<file path="src/rtl/uart_coe_loader.sv">
`default_nettype none
// ============================================================================
// Module      : uart_coe_loader
// Description : 8N1 UART receiver that packs bytes little-endian into 32-bit
//               words and issues one-cycle write strobes into Instruction
//               Memory (adr[14]=0) and then Data Memory (adr[14]=1).
// Revision    : 1.0 - initial release
// ============================================================================
module uart_coe_loader #(
  parameter int CLKS_PER_BIT   = 78,
  parameter int IM_WORDS       = 16384,
  parameter int DM_WORDS       = 16384,
  parameter int TIMEOUT_CYCLES = 7800
) (
  input  logic        iUpgClock,
  input  logic        iUpgResetN,
  input  logic        iUartRx,
  output logic        oUpgWriteEnable,
  output logic [14:0] oUpgAddress,
  output logic [31:0] oUpgData,
  output logic        oUpgDone,
  output logic        oFrameError
);

  localparam int BCW = (CLKS_PER_BIT > 1) ? $clog2(CLKS_PER_BIT) : 1;
  localparam int TCW = $clog2(TIMEOUT_CYCLES + 1);
  localparam int TOTAL_WORDS = IM_WORDS + DM_WORDS;

  localparam logic [BCW-1:0] C_BIT_LAST = BCW'(CLKS_PER_BIT - 1);
  localparam logic [BCW-1:0] C_BIT_HALF = BCW'(CLKS_PER_BIT / 2 - 1);
  localparam logic [TCW-1:0] C_TMO_LAST = TCW'(TIMEOUT_CYCLES - 1);
  localparam logic [14:0]    C_LAST_WORD = 15'(TOTAL_WORDS - 1);
  localparam logic [14:0]    C_IM_WORDS  = 15'(IM_WORDS);
  localparam logic [13:0]    C_IM_OFFSET = 14'(IM_WORDS);

  localparam logic [1:0] S_IDLE  = 2'd0;
  localparam logic [1:0] S_START = 2'd1;
  localparam logic [1:0] S_DATA  = 2'd2;
  localparam logic [1:0] S_STOP  = 2'd3;

  logic           rx_meta_q, rx_sync_q;
  logic [1:0]     st_q, st_d;
  logic [BCW-1:0] bit_cnt_q, bit_cnt_d;
  logic [2:0]     bit_idx_q, bit_idx_d;
  logic [7:0]     shift_q, shift_d;
  logic           w_byte_valid, w_frame_err;

  logic [1:0]     byte_idx_q;
  logic [23:0]    word_q;
  logic [TCW-1:0] tmo_q;
  logic [14:0]    word_cnt_q;
  logic [13:0]    w_dm_idx;
  logic [14:0]    w_adr;

  // Two-flop synchronizer for the asynchronous RX line; resets to idle-high.
  always_ff @(posedge iUpgClock or negedge iUpgResetN) begin
    if (!iUpgResetN) begin
      rx_meta_q <= 1'b1;
      rx_sync_q <= 1'b1;
    end else begin
      rx_meta_q <= iUartRx;
      rx_sync_q <= rx_meta_q;
    end
  end

  // RX state machine next-state logic: mid-bit sampling, LSB first.
  always_comb begin
    st_d         = st_q;
    bit_cnt_d    = bit_cnt_q;
    bit_idx_d    = bit_idx_q;
    shift_d      = shift_q;
    w_byte_valid = 1'b0;
    w_frame_err  = 1'b0;
    case (st_q)
      S_IDLE: begin
        bit_cnt_d = '0;
        if (!rx_sync_q) st_d = S_START;
      end
      S_START: begin
        if (bit_cnt_q == C_BIT_HALF) begin
          bit_cnt_d = '0;
          bit_idx_d = '0;
          st_d      = rx_sync_q ? S_IDLE : S_DATA;  // high here means a glitch
        end else begin
          bit_cnt_d = bit_cnt_q + 1'b1;
        end
      end
      S_DATA: begin
        if (bit_cnt_q == C_BIT_LAST) begin
          bit_cnt_d = '0;
          shift_d   = {rx_sync_q, shift_q[7:1]};
          if (bit_idx_q == 3'd7) st_d = S_STOP;
          else                   bit_idx_d = bit_idx_q + 1'b1;
        end else begin
          bit_cnt_d = bit_cnt_q + 1'b1;
        end
      end
      S_STOP: begin
        if (bit_cnt_q == C_BIT_LAST) begin
          bit_cnt_d    = '0;
          st_d         = S_IDLE;
          w_byte_valid = rx_sync_q;
          w_frame_err  = !rx_sync_q;
        end else begin
          bit_cnt_d = bit_cnt_q + 1'b1;
        end
      end
      default: st_d = S_IDLE;
    endcase
  end

  // RX state registers and sticky frame-error flag.
  always_ff @(posedge iUpgClock or negedge iUpgResetN) begin
    if (!iUpgResetN) begin
      st_q        <= S_IDLE;
      bit_cnt_q   <= '0;
      bit_idx_q   <= '0;
      shift_q     <= '0;
      oFrameError <= 1'b0;
    end else begin
      st_q      <= st_d;
      bit_cnt_q <= bit_cnt_d;
      bit_idx_q <= bit_idx_d;
      shift_q   <= shift_d;
      if (w_frame_err) oFrameError <= 1'b1;
    end
  end

  // Region select: first IM_WORDS go to IM, the rest are re-based into DM.
  // The 14-bit subtraction wraps modulo 2^14, which is exactly the index.
  assign w_dm_idx = word_cnt_q[13:0] - C_IM_OFFSET;
  assign w_adr    = (word_cnt_q < C_IM_WORDS) ? {1'b0, word_cnt_q[13:0]}
                                              : {1'b1, w_dm_idx};

  // Word assembly, partial-word timeout, write strobe and completion.
  always_ff @(posedge iUpgClock or negedge iUpgResetN) begin
    if (!iUpgResetN) begin
      byte_idx_q      <= '0;
      word_q          <= '0;
      tmo_q           <= '0;
      word_cnt_q      <= '0;
      oUpgWriteEnable <= 1'b0;
      oUpgAddress     <= '0;
      oUpgData        <= '0;
      oUpgDone        <= 1'b0;
    end else begin
      oUpgWriteEnable <= 1'b0;
      // An accepted byte takes priority over a simultaneous timeout expiry.
      if (w_byte_valid && !oUpgDone) begin
        tmo_q <= '0;
        if (byte_idx_q == 2'd3) begin
          byte_idx_q      <= '0;
          oUpgWriteEnable <= 1'b1;
          oUpgAddress     <= w_adr;
          oUpgData        <= {shift_q, word_q};
        end else begin
          word_q[{byte_idx_q, 3'b000} +: 8] <= shift_q;
          byte_idx_q <= byte_idx_q + 1'b1;
        end
      end else if (byte_idx_q != 2'd0) begin
        if (tmo_q == C_TMO_LAST) begin
          byte_idx_q <= '0;
          tmo_q      <= '0;
        end else begin
          tmo_q <= tmo_q + 1'b1;
        end
      end else begin
        tmo_q <= '0;
      end
      // Counter advances in the strobe cycle; done follows one cycle later.
      if (oUpgWriteEnable) begin
        word_cnt_q <= word_cnt_q + 1'b1;
        if (word_cnt_q == C_LAST_WORD) oUpgDone <= 1'b1;
      end
    end
  end

endmodule
`default_nettype wire
</file>
<file path="config.mk">
export PLATFORM = sky130hd
export DESIGN_NAME = uart_coe_loader
export DESIGN_NICKNAME = d
export VERILOG_FILES = /design/src/rtl/uart_coe_loader.sv
export SDC_FILE = /design/constraint.sdc
export NUM_CORES = 1
export LEC_CHECK = 0
export BUFFER_PORTS_ARGS = -buffer_cell sky130_fd_sc_hd__buf_2
export CELL_PAD_IN_SITES_DETAIL_PLACEMENT = 1
export CELL_PAD_IN_SITES_GLOBAL_PLACEMENT = 2
export CORE_UTILIZATION = 25
export CTS_CLUSTER_DIAMETER = 120
export DETAILED_ROUTE_END_ITERATION = 16
export GPL_TIMING_DRIVEN = 0
export PLACE_DENSITY = 0.55
export SLEW_MARGIN = 20
export SYNTH_ARGS = -nofsm -noshare
export SYNTH_HDL_FRONTEND = slang
export SYNTH_SLANG_ARGS = --single-unit
</file>
<file path="constraint.sdc">
create_clock -name iUpgClock -period 2.6 [get_ports iUpgClock]
set_clock_uncertainty 0.1 [all_clocks]
set_input_delay 0.52 -clock iUpgClock [delete_from_list [all_inputs] [get_ports iUpgClock]]
set_output_delay 0.52 -clock iUpgClock [all_outputs]
set_load 0.01 [all_outputs]
</file>
After elaboration in Yosys (flattened, before gate mapping)

Cells that the tools add are included.

Bits in registers: 126
Latch bits: 0
Bits in writable memories: 0
Input port bits: 3
Memories kept: 0
Output and inout bits: 50
Memory bits (read-only): 0
Logic and storage cells: 85

Magnitude comparators: 1
Reductions and logical operators: 16
$add $sub $neg: 6
Bitwise gates (word level): 1
Div/mod/pow operators: 0
Equal/unequal tests: 15
Shifts and indexed selects: 2
Multiply operators: 0
Multiplexer cells: 29

Operators by type and width:

| cell                   | count |
|---|---|
| $mux 13                | 3 |
| $bwmux 24              | 1 |
| $shift 8x7->24 const A | 1 |
| $shiftx 8x7->24        | 1 |
| $pmux 7 s3             | 1 |
| $mux 2                 | 10 |
| $add 15x1->15 const B  | 1 |
| $eq 15x15->1 const B   | 1 |
| $lt 15x15->1 const B   | 1 |
| $mux 15                | 1 |
| $mux 7                 | 2 |
| $add 13x1->13 const B  | 1 |
| $eq 13x13->1 const B   | 1 |
| $ne 2x2->1 const B     | 6 |
| $reduce_and 2->1       | 5 |
| $mux 3                 | 3 |
| $pmux 2 s4             | 1 |
| $reduce_bool 2->1      | 4 |
| $add 7x1->7 const B    | 1 |
| $eq 7x6->1 const B     | 1 |
| $eq 7x7->1 const B     | 1 |
| $neg 5->7              | 1 |
| $eq 2x2->1 const B     | 3 |
| $mux 1                 | 6 |
| other kinds (12)       | 13 |

Longest topological paths before layout

Depth after elaboration: 6
Depth in mapped cells: 8
Depth with buffers taken out: 6

Least setup slack after synthesis

No wires, ideal clock.

Kind: register -> register
From: register bit_cnt_q[1]
To: register oUpgAddress[0]
Library setup time: 0.125 ns
Arrival: 1.849 ns
Setup slack: 0.526 ns
Cell stages (with the launch flop): 9
Path through: dfrtp_1 > inv_1 > ha_1 > nand4bb_4 > nor4_4 > nand2_2 > buf_6 > buf_6 > mux2_4

Longest elaborated chain between the ends: 5

Ends and longest elaborated chain:

| item                       | RTL line | source |
|---|---|---|
| from (decl)                | 43       | `logic [BCW-1:0] bit_cnt_q, bit_cnt_d;` |
| from (signal assigned)     | 122      | `bit_cnt_q <= bit_cnt_d;` |
| $eq 7x7->1                 | 99       | `if (bit_cnt_q == C_BIT_LAST) begin` |
| $mux 1                     | 99       |  |
| $mux 1                     | 74       | `case (st_q)` |
| $logic_and 1x1->1          | 149      | `if (w_byte_valid && !oUpgDone) begin` |
| $reduce_and 2->1 (no line) | n/a      |  |
| to (signal assigned)       | 154      | `oUpgAddress <= w_adr;` |
| to (decl)                  | 19       | `output logic [14:0] oUpgAddress,` |

No other way between the ends.
A chain may end at the register's enable or synchronous reset.

Worst setup path in the final report

From: register bit_cnt_q[1]
To: register tmo_q[10]

Longest elaborated chain between the ends: 5

Ends and longest elaborated chain:

| item                 | RTL line | source |
|---|---|---|
| $eq 7x7->1           | 99       |  |
| $mux 1               | 99       |  |
| $mux 1               | 74       |  |
| $logic_and 1x1->1    | 149      |  |
| $mux 13              | 149      |  |
| to (signal assigned) | 165      | `tmo_q <= tmo_q + 1'b1;` |
| to (decl)            | 50       | `logic [TCW-1:0] tmo_q;` |

No other way between the ends.

==> impl_metrics.env <==
export IMPL_grt_usage_pct=12.12
export IMPL_setup_viol=0
export IMPL_clk_pin_slew_ns=0.06
export IMPL_drive_gt1_share_pct=29.14
export IMPL_finalCriticalPeriod_ns=2.372
export IMPL_max_freq_mhz=421.5
export IMPL_place_gp_congestion=0.6984
export IMPL_post_cts_buffers=0
export IMPL_clk_latency_ns=0.42
export IMPL_finalWorstSetupSlack_ns=0.2278
export IMPL_path_buf_inv=2
export IMPL_drt_iter0_drc=126
export IMPL_ys_types=43
export IMPL_cts_tree="built"
export IMPL_antenna_found_initial=0
export IMPL_cp_num_cells=7
export IMPL_fp_coreArea_um2=21150
export IMPL_place_ws_ns=0.1826
export IMPL_dpl_hpwl_mm=8.494
export IMPL_period_share_pct=91.24
export IMPL_clock_sinks=126
export IMPL_ant_nets=0
export IMPL_hold_viol_final=0
export IMPL_ios=53
export IMPL_path_max_fanout=10
export IMPL_grt_pass1_wl_mm=20.56
export IMPL_final_cell_mix="dfrtp_1, nand2_1, buf_2, mux2_4, o21ai_0"
export IMPL_wl_mm=12.25
export IMPL_arrival_ns=2.55
export IMPL_slew_headroom_pct=30.03
export IMPL_syn_area_um2=5433
export IMPL_ys_seq_area_share_pct=58.08
export IMPL_grt_pass1_vias=3852
export IMPL_r2r_start="bit_cnt_q[1]"
export IMPL_num_rows=53
export IMPL_startpoint="bit_cnt_q[1]"
export IMPL_synth_area_top_cells="dfrtp_1, mux2_4, mux2_2"
export IMPL_via_count=3523
export IMPL_critPathSlowestCell="nor4_4"
export IMPL_areaGrowthSynthToFinish_pct=23.17
export IMPL_utilization_pct=31.63
export IMPL_end_kind="flip-flop"
export IMPL_syn_inst=439
export IMPL_drt_pass1_iter_count=4
export IMPL_cts_resized_gates=0
export IMPL_fin_area_um2=6691
export IMPL_num_antenna_cells=0
export IMPL_crit_path_cell_trace="inv_1 -> ha_1 -> nand4bb_4 -> nor4_4 -> or3_1 -> clkbuf_1 -> nor2_1"
export IMPL_multi_input_area_um2=2167
export IMPL_routedWlPerCell_um=15.31
export IMPL_port_buffers=52
export IMPL_final_nets=527
export IMPL_cts_htree_levels=4
export IMPL_rsz0062_at_grt="false"
export IMPL_maxCapViolCount=0
export IMPL_die_h_um=149.4
export IMPL_holdCritStartpoint="iUartRx"
export IMPL_regArea_um2=3156
export IMPL_power_density_nw_per_um2=683.9
export IMPL_worstMarginPinSlew_ns=1.047
export IMPL_vias_per_cell=4.404
export IMPL_start_util_pct=25.68
export IMPL_required_ns=2.78
export IMPL_setup_tns_ns=0
export IMPL_numCtsBuffers=17
export IMPL_p_leak_nw=3.241
export IMPL_holdPathStages=1
export IMPL_root_buffer="clkbuf_16"
export IMPL_crit_type="flip-flop to flip-flop"
export IMPL_final_common_cell="dfrtp_1"
export IMPL_clockBufferDepth=2
export IMPL_yosysTopAreaCell="dfrtp_1"
export IMPL_synth_top_area_share_pct=57.12
export IMPL_nFillCells=2331
export IMPL_holdWs_ns=0.09711
export IMPL_start_kind="flip-flop"
export IMPL_slowest_delay_ns=0.52
export IMPL_synth_avg_cell_area_um2=12.38
export IMPL_drc=0
export IMPL_worst_ir_drop_vdd_mv=0.3076
export IMPL_dieArea_um2=22320
export IMPL_yosysWarnings=0
export IMPL_grt_remaining_overflow=0
export IMPL_hold_class="input port to flip-flop"
export IMPL_postSynthNetCount=454
export IMPL_slew_viol_final=0
export IMPL_synth_seq_cells=126
export IMPL_grt_start_max_net_pins=80
export IMPL_rr_worst_depth=7
export IMPL_status="finished clean"
export IMPL_die_w_um=149.4
export IMPL_placed_area_um2=6075
export IMPL_cpLargestDelayFamily="simple AND/OR/NAND/NOR gates"
through the flow:
step	power, mW	instances
6_report	4.576	800
5_1_grt	4.763	800
4_1_cts	4.667	800
3_5_place_dp	2.160	767
3_3_place_gp	2.149	766
2_1_floorplan	2.088	439
cell type report:
type,count,share of cell area (%)
flip-flops and latches,126,47.16
multi-input cells,292,32.39
clock buffers,20,6.675
well taps,275,5.142
repair buffers,54,4.600
clock inverters,12,2.393
plain buffers,11,1.085
inverters,10,0.5610
kinds of logic after synthesis:
group                      after synthesis  synth area share [%]
AOI/OAI and AO/OA                       35                 3.501
xor gates and xnor gates                29                 4.675
adders and majority gates               12                 2.764
buffers and inverters                   21                 2.027
DFF                                    126                 58.08
muxes                                   59                 14.23
and+or+nand+nor                        157                 14.72
report_power, final:
group          leakage [nW]  switching [mW]  internal [mW]
registers              1.74          0.0251           1.98
logic                  1.21          0.0772         0.0373
clock network         0.284           0.914           1.54
worst paths after layout:
kind | to | slack (ns)
worst max-delay path | tmo_q[10] | 0.23
worst min-delay path | rx_meta_q | 0.1
worst max register to register | tmo_q[10] | 0.23
worst min register to register | rx_sync_q | 0.26
max in group asynchronous | word_q[14] | 1.17
min in group asynchronous | bit_cnt_q[0] | 0.49
what timing repair did:
| action | in CTS | in global routing |
|---|---|---|
| hold buffers | 1 | 0 |
| endpoints found under the hold margin | 45 | 0 |
| endpoints found under the setup margin | 0 | 0 |
Yosys cell counts, drive strengths merged:
master / count
and2: 2
o21bai: 1
ha: 12
o21ai: 28
or2: 1
nor4: 6
and4: 2
nor2b: 3
a21oi: 2
clkbuf: 6
nor3b: 3
a21o: 1
and4b: 1
a31o: 1
nand3b: 1
nand2b: 3
nor2: 24
nand4: 10
a22oi: 1
and3: 5
nand2: 66
dfstp: 2
dfrtp: 124
a311oi: 1
xor2: 12
nor4b: 1
or4: 1
buf: 5
or3: 3
inv: 10
mux2: 56
xnor2: 17
nor3: 7
nand3: 15
and4bb: 1
nand4bb: 2
mux2i: 3
metal layers:
layer  wire, um  share of wire, %  track usage, %  vias up
li1           -                 -               -     1658
met1       5778                47           15.41     1804
met2       5891                48           19.17       52
met3        441               3.6           3.659        9
met4        138               1.1           4.745        0
met5          0                 0               0        -
state kept, by name, summed over array words and instances (netlist names), named ones only:
signal,flops
oFrameError,1
rx_sync_q,1
rx_meta_q,1
tmo_q,13
byte_idx_q,2
word_cnt_q,15
bit_idx_q,3
word_q,24
st_q,1
oUpgAddress,15
shift_q,8
oUpgData,32
oUpgDone,1
oUpgWriteEnable,1
bit_cnt_q,7
No activity file was read; power rests on OpenSTA's default activity.
